--- src/rtl/decode_execute_reg.sv ---
// decode_execute_reg: decode->execute pipeline register, 2-entry skid buffer.
// Ports: clk, reset; flush; in_* decode side + wb_* forward; out_* execute side.
// Optional macro DECODE_EXECUTE_LOAD_USE_STALL_EN adds load_use_stall, stall_count.
module decode_execute_reg #(
    parameter int XLEN       = 64,
    parameter int REG_ADDR_W = 5,
    parameter int ALU_OP_W   = 4
) (
    input  logic                  clk,
    input  logic                  reset,
    input  logic                  flush,
    input  logic                  in_valid,
    output logic                  in_ready,
    input  logic [XLEN-1:0]       in_pc,
    input  logic [REG_ADDR_W-1:0] in_rs1,
    input  logic [REG_ADDR_W-1:0] in_rs2,
    input  logic [XLEN-1:0]       in_data1,
    input  logic [XLEN-1:0]       in_data2,
    input  logic [XLEN-1:0]       in_imm,
    input  logic [REG_ADDR_W-1:0] in_rd,
    input  logic [ALU_OP_W-1:0]   in_alu_op,
    input  logic [3:0]            in_ctrl,
    input  logic                  wb_write,
    input  logic [REG_ADDR_W-1:0] wb_addr,
    input  logic [XLEN-1:0]       wb_data,
    output logic                  out_valid,
    input  logic                  out_ready,
    output logic [XLEN-1:0]       out_pc,
    output logic [XLEN-1:0]       out_rs1_val,
    output logic [XLEN-1:0]       out_rs2_val,
    output logic [XLEN-1:0]       out_imm,
    output logic [REG_ADDR_W-1:0] out_rs1,
    output logic [REG_ADDR_W-1:0] out_rs2,
    output logic [REG_ADDR_W-1:0] out_rd,
    output logic [ALU_OP_W-1:0]   out_alu_op,
`ifdef DECODE_EXECUTE_LOAD_USE_STALL_EN
    output logic                  load_use_stall,
    output logic [31:0]           stall_count,
`endif
    output logic [3:0]            out_ctrl
);

    typedef struct packed {
        logic                  valid;
        logic [XLEN-1:0]       pc;
        logic [REG_ADDR_W-1:0] rs1;
        logic [REG_ADDR_W-1:0] rs2;
        logic [REG_ADDR_W-1:0] rd;
        logic [XLEN-1:0]       rs1_val;
        logic [XLEN-1:0]       rs2_val;
        logic [XLEN-1:0]       imm;
        logic [ALU_OP_W-1:0]   alu_op;
        logic [3:0]            ctrl;
    } entry_t;

    entry_t main_q, main_d, skid_q, skid_d;
    entry_t main_r, skid_r, new_e;
    logic   accept, dequeue;

    // x0 reads as zero; a same-cycle writeback wins over the stale RF read.
    function automatic logic [XLEN-1:0] capture(
        input logic [REG_ADDR_W-1:0] rs,
        input logic [XLEN-1:0]       rf
    );
        if (rs == '0)
            return '0;
        if (wb_write && wb_addr == rs)
            return wb_data;
        return rf;
    endfunction

    // Buffered operands track writebacks so they never go stale while waiting.
    function automatic entry_t refresh(input entry_t e);
        entry_t r;
        r = e;
        if (e.valid && wb_write) begin
            if (e.rs1 != '0 && wb_addr == e.rs1)
                r.rs1_val = wb_data;
            if (e.rs2 != '0 && wb_addr == e.rs2)
                r.rs2_val = wb_data;
        end
        return r;
    endfunction

`ifdef DECODE_EXECUTE_LOAD_USE_STALL_EN
    logic        hazard;
    logic [31:0] stall_cnt_q;

    // ctrl[2] is mem_read: hold a dependent instruction behind a load.
    assign hazard = main_q.valid && main_q.ctrl[2] && main_q.rd != '0 &&
                    (main_q.rd == in_rs1 || main_q.rd == in_rs2);
    assign in_ready       = !skid_q.valid && !hazard;
    assign load_use_stall = in_valid && hazard;
    assign stall_count    = stall_cnt_q;

    always_ff @(posedge clk) begin
        if (reset)
            stall_cnt_q <= '0;
        else if (load_use_stall && stall_cnt_q != '1)
            stall_cnt_q <= stall_cnt_q + 32'd1;
    end
`else
    assign in_ready = !skid_q.valid;
`endif

    assign accept  = in_valid && in_ready;
    assign dequeue = main_q.valid && out_ready;

    always_comb begin
        new_e         = '0;
        new_e.valid   = 1'b1;
        new_e.pc      = in_pc;
        new_e.rs1     = in_rs1;
        new_e.rs2     = in_rs2;
        new_e.rd      = in_rd;
        new_e.rs1_val = capture(in_rs1, in_data1);
        new_e.rs2_val = capture(in_rs2, in_data2);
        new_e.imm     = in_imm;
        new_e.alu_op  = in_alu_op;
        new_e.ctrl    = in_ctrl;
    end

    always_comb begin
        main_r = refresh(main_q);
        skid_r = refresh(skid_q);
        main_d = main_r;
        skid_d = skid_r;
        if (flush) begin
            // The handshake still completes; its data is simply dropped.
            main_d.valid = 1'b0;
            skid_d.valid = 1'b0;
        end else if (!main_q.valid) begin
            if (accept)
                main_d = new_e;
        end else if (dequeue) begin
            if (skid_q.valid) begin
                main_d       = skid_r;
                skid_d.valid = 1'b0;
                if (accept)
                    skid_d = new_e;
            end else if (accept) begin
                main_d = new_e;
            end else begin
                main_d.valid = 1'b0;
            end
        end else if (accept) begin
            skid_d = new_e;
        end
    end

    always_ff @(posedge clk) begin
        if (reset) begin
            main_q <= '0;
            skid_q <= '0;
        end else begin
            main_q <= main_d;
            skid_q <= skid_d;
        end
    end

    assign out_valid   = main_q.valid;
    assign out_pc      = main_q.pc;
    assign out_rs1_val = main_q.rs1_val;
    assign out_rs2_val = main_q.rs2_val;
    assign out_imm     = main_q.imm;
    assign out_rs1     = main_q.rs1;
    assign out_rs2     = main_q.rs2;
    assign out_rd      = main_q.rd;
    assign out_alu_op  = main_q.alu_op;
    assign out_ctrl    = main_q.ctrl;

endmodule

--- config.mk ---
export PLATFORM = sky130hd
export DESIGN_NAME = decode_execute_reg
export DESIGN_NICKNAME = d
export VERILOG_FILES = /design/src/rtl/decode_execute_reg.sv
export SDC_FILE = /design/constraint.sdc
export NUM_CORES = 1
export LEC_CHECK = 0
export CORE_MARGIN = 5
export CORE_UTILIZATION = 30
export DETAILED_ROUTE_END_ITERATION = 7
export GPL_TIMING_DRIVEN = 0
export PLACE_DENSITY = 0.62
export SYNTH_ARGS = -nofsm -noshare
export SYNTH_HDL_FRONTEND = slang
export SYNTH_SLANG_ARGS = --single-unit
--- constraint.sdc ---
create_clock -name clk -period 2.08 [get_ports clk]
set_clock_uncertainty 0.1 [all_clocks]
set_input_delay 0.208 -clock clk [delete_from_list [all_inputs] [get_ports clk]]
set_output_delay 0.208 -clock clk [all_outputs]
set_load 0.03 [all_outputs]
==> Implementation_results.wiki <==
{| class="wikitable"
! Metric !! Value
|-
| Cell area after synthesis || 25000 um2
|-
| Maximum number of pins on one net before global-route repair || 14
|-
| Number of buffers inserted during clock tree synthesis || 67
|-
| Utilization after layout || 0.484
|-
| Worst hold path class || in -> reg
|-
| Critical Path Slowest Stage Cell || dlygate4sd3_1
|-
| Top delay family on crit path || buffers and inverters
|-
| Count of cells along the worst register-to-register path || 7
|-
| Final max-slew violation count || 0
|-
| Slowest Stage Delay on Critical Path || 600 ps
|-
| I/O Buffers || 626
|-
| Kind of end point of the critical path || flip-flop
|-
| Highest attainable clock frequency || 468 MHz
|-
| Reported leakage power || 14.6 nW
|-
| HPWL Detailed || 80.8 mm
|-
| Total power per unit cell area || 721 nW/um2
|-
| Vias || 25000
|-
| Final Total Pwr || 28.8 mW
|-
| Vias per inst || 5.49
|-
| IR Drop Worst-Case VDD || ~610 uV
|-
| Accumulated negative setup slack || -628 ps
|-
| Count of endpoints failing hold in the final timing report || 0
|-
| Setup WS post-layout || -54.6 ps
|-
| Count of pins on the block boundary || around 640
|-
| Area growth from synthesis to final layout || 59.8%
|-
| Maximum Capacitance Violations || 0
|-
| R2r endpoint || out_rs1_val[20]
|-
| Detailed route wirelength on metal2 || 56.8 mm
|-
| Initial standard-cell utilization of the core || 0.303
|-
| Via count of the first global-routing pass || between 20000 and 25000
|-
| Antenna violations before repair || 26
|-
| Relative contribution of sequential cells to total power || 0.395
|-
| Final setup violation count || 29
|-
| Net Count, Synth || approximately 3000
|-
| Reported net switching power || 7.89 mW
|-
| Biggest area consumer among synthesized cells || dfxtp_1
|-
| Highest signal layer in the routed design || met5
|-
| Gate count after technology mapping || 2663
|-
| Final Critical Period || 2130 ps
|-
| Number of nets in the final layout || 3781
|-
| TritonCTS clock tree || done
|-
| WHS Endpoint || skid_q[209]
|-
| GRT Resource Usage Total || 0.237
|-
| Wire length of the first global-routing pass || ~160 mm
|-
| First-pass DRT Iterations || 6
|-
| Vert. Die Dim || approximately 300 um
|-
| Total length of routed met3 wires || 10.1 mm
|-
| Run status || complete, but fails checks
|-
| Setup repair after global routing missed its margin || yes
|-
| Htree depth || 3
|-
| Post-CTS clock slew at the launch and capture registers of the worst setup and hold paths || 60 ps
|-
| Core area || approximately 80000 um2
|-
| Worst-case register-to-register setup slack || -30 ps
|-
| Worst-skew pair later-pin latency || 610 ps
|-
| Combinational cell fraction of total power || 0.168
|-
| Ordered list of cells on the worst path || dlygate4sd3_1, buf_4, or4_4, nor2_4, buf_12, nand2_8, buf_12, clkbuf_16, o22ai_2
|-
| Yosys warning total || 0
|-
| Total Die Area || 89100 um2
|-
| Required time of the critical path || around 2500 ps
|-
| Std-Cell Rows || 105
|-
| Startpoint kind of the worst setup timing path || input port
|-
| Switching Fraction || 0.274
|-
| Fraction of layout instances using a drive strength above 1 || 0.290
|-
| Clock sink count || 560
|-
| Clock root cell || clkbuf_16
|-
| Share of Yosys cell area claimed by the top area cell type || 0.449
|-
| Critical R2R Launch || out_rs1[0]
|-
| Buffers from clock root to sink, at most || 3
|-
| Cell with the most instances on the worst path || buf_12
|-
| Worst-Margin Slew || 810 ps
|-
| Sequential fraction of the synthesis area || 0.449
|-
| Worst hold path startpoint || in_rs2[4]
|-
| Horizontal die dimension || 299 um
|-
| Fraction of power consumed by the clock network || 0.437
|-
| Number of library cell types mapped by synthesis || 40
|-
| Routed length on met1 || 45.4 mm
|-
| Residual antenna-violating net count after detailed routing || 0
|-
| 1st-iter DRT viols || 1512
|-
| GPL Wtd Cong || between 0.8 and 0.9
|-
| Routed length per placed instance || between 20 and 30 um
|-
| Overflow left after global routing || 0
|-
| Failing checks || setup timing
|-
| Setup Crit Path Kind || in -> reg
|-
| Arrival time worst endpoint || 2550 ps
|-
| Hold Path Stages || 3
|-
| Internal power || 20.9 mW
|-
| Highest fanout seen on the critical path || 6
|-
| Detailed Route WL || 117 mm
|-
| Placement Setup Slack || -1950 ps
|-
| WP buf/inv || 5
|-
| Count of unresolved DRC violations after routing || 0
|-
| Avg Synthesized Cell Area || roughly 9.4 um2
|-
| Top cells by area, synth || dfxtp_1, mux2i_1, nand2_1, a221oi_1, o221ai_2
|-
| Post-synthesis register bit count || 560
|-
| Worst relative slew slack || 0.460
|-
| Share of the cycle needed by the critical path after routing || 1.03
|}
[kinds of logic (layout without fill, tap and decap cells)]
group / count (synthesis) / after routing / synth area share
flops: 560 / 560 / 0.449
mux: 385 / 385 / 0.168
simple gates: 850 / 851 / 0.146
other cells: 0 / 15 / 0
xor+xnor: 26 / 26 / 0.00912
buf+inv: 271 / 1083 / 0.0480
compound gates: 571 / 571 / 0.179
[state kept, by name, indices dropped and copies added, names as in the netlist]
register	count
out_ctrl	4
out_rs2	5
out_rs2_val	64
out_rd	5
out_rs1_val	64
out_alu_op	4
out_valid	1
skid_q	280
out_rs1	5
out_pc	64
out_imm	64
[what timing repair did]
| action | 4_1_cts | 5_1_grt |
|---|---|---|
| resized for setup | 482 | 567 |
| endpoints found under the hold margin | 1 | 0 |
| endpoints found under the setup margin | 577 | 531 |
| setup buffers | 29 | 12 |
| pin swaps | 85 | 21 |
| cloned | 12 | 20 |
| hold buffers | 1 | 0 |
[worst register-to-register path, stage by stage, from the launching register on]
cell      delay, ps
dfxtp_4         370
or4_4           550
a21oi_4         180
nor4_4           70
buf_12          160
buf_6           180
mux2_2          240
o221ai_1        120
[area by class of cell]
type	instances	area [um2]
inverters	3	11.3
flip-flops and latches	560	11200
clock buffers	90	1950
clock inverters	28	400
diodes	15	37.5
repair buffers	698	7350
multi-input cells	1833	15200
plain buffers	264	2390
well taps	1070	1340
fillers	7558	42500
[worst max-delay path by stage]
stage / from / end / slack (ps) / cells after the start
2_1_floorplan: out_rs1[0] / out_rs1_val[54] / 8 / 5
3_3_place_gp: out_valid / out_rs1_val[45] / -1960 / 7
3_5_place_dp: out_valid / out_rs1_val[52] / -1950 / 7
4_1_cts: out_valid / out_rs2_val[25] / -120 / 10
5_1_grt: in_rs2[0] / out_rs2_val[57] / -90 / 8
6_report: out_ready / skid_q[186] / -50 / 9
[cell usage after synthesis (all sizes together)]
cell     count
and3         2
xnor2        8
o21ai        7
or3          1
and2         1
nand2      361
buf         80
mux2       129
or2          2
nor2       161
or4          3
o221ai     127
dfxtp      560
nor4         8
o31a         1
xor2        18
nor3       155
a22o         1
clkbuf     188
a21oi      153
inv          3
a2111oi      1
a221o        1
nand3      155
o22ai      127
mux2i      256
a21boi       1
a221oi     151
nor2b        1
o41ai        1
[placed cells by master (no fill, tap or decap), drive strengths merged, types with 2 or more instances in the layout]
cell | synthesis | routed
o21ai | 7 | 7
dlygate4sd2 | 0 | 18
dlymetal6s2s | 0 | 6
xnor2 | 8 | 8
a21oi | 153 | 153
nor2 | 161 | 161
or2 | 2 | 2
nor3 | 155 | 155
a221oi | 151 | 151
or4 | 3 | 3
and3 | 2 | 2
diode | 0 | 15
buf | 80 | 159
bufinv | 0 | 8
o22ai | 127 | 127
nand2 | 361 | 362
nor4 | 8 | 8
o221ai | 127 | 127
inv | 3 | 6
xor2 | 18 | 18
clkbuf | 188 | 266
mux2i | 256 | 256
clkinv | 0 | 17
dfxtp | 560 | 560
mux2 | 129 | 129
nand3 | 155 | 155
clkdlybuf4s50 | 0 | 602
[routing by layer]
metal | vias to the layer above | global-route usage
met5 | - | 0
met4 | 16 | 0.0783
met3 | 235 | 0.0744
met2 | 978 | 0.408
met1 | 12300 | 0.281
li1 | 11500 | -
[power by group through the flow]
stage               Sequential [mW]  Combinational (mW)  Clock, mW
detailed placement             11.6                4.02          0
floorplan                      12.2                1.28          0
finish                         11.4                4.83       12.6
CTS                            11.3                4.34       12.8
global placement               11.6                4.02          0
global route                   11.4                5.06       13.2
[through the flow]
step           std cells  hold slack [ps]  cell area (um2)
2_1_floorplan       2663              260            25000
3_3_place_gp        4359              337            32600
3_5_place_dp        4362              343            32700
4_1_cts             4520             7.33            37300
5_1_grt             4553             44.5            39900
6_report            4561             53.1            39900
No activity file was read; power rests on OpenSTA's default activity.
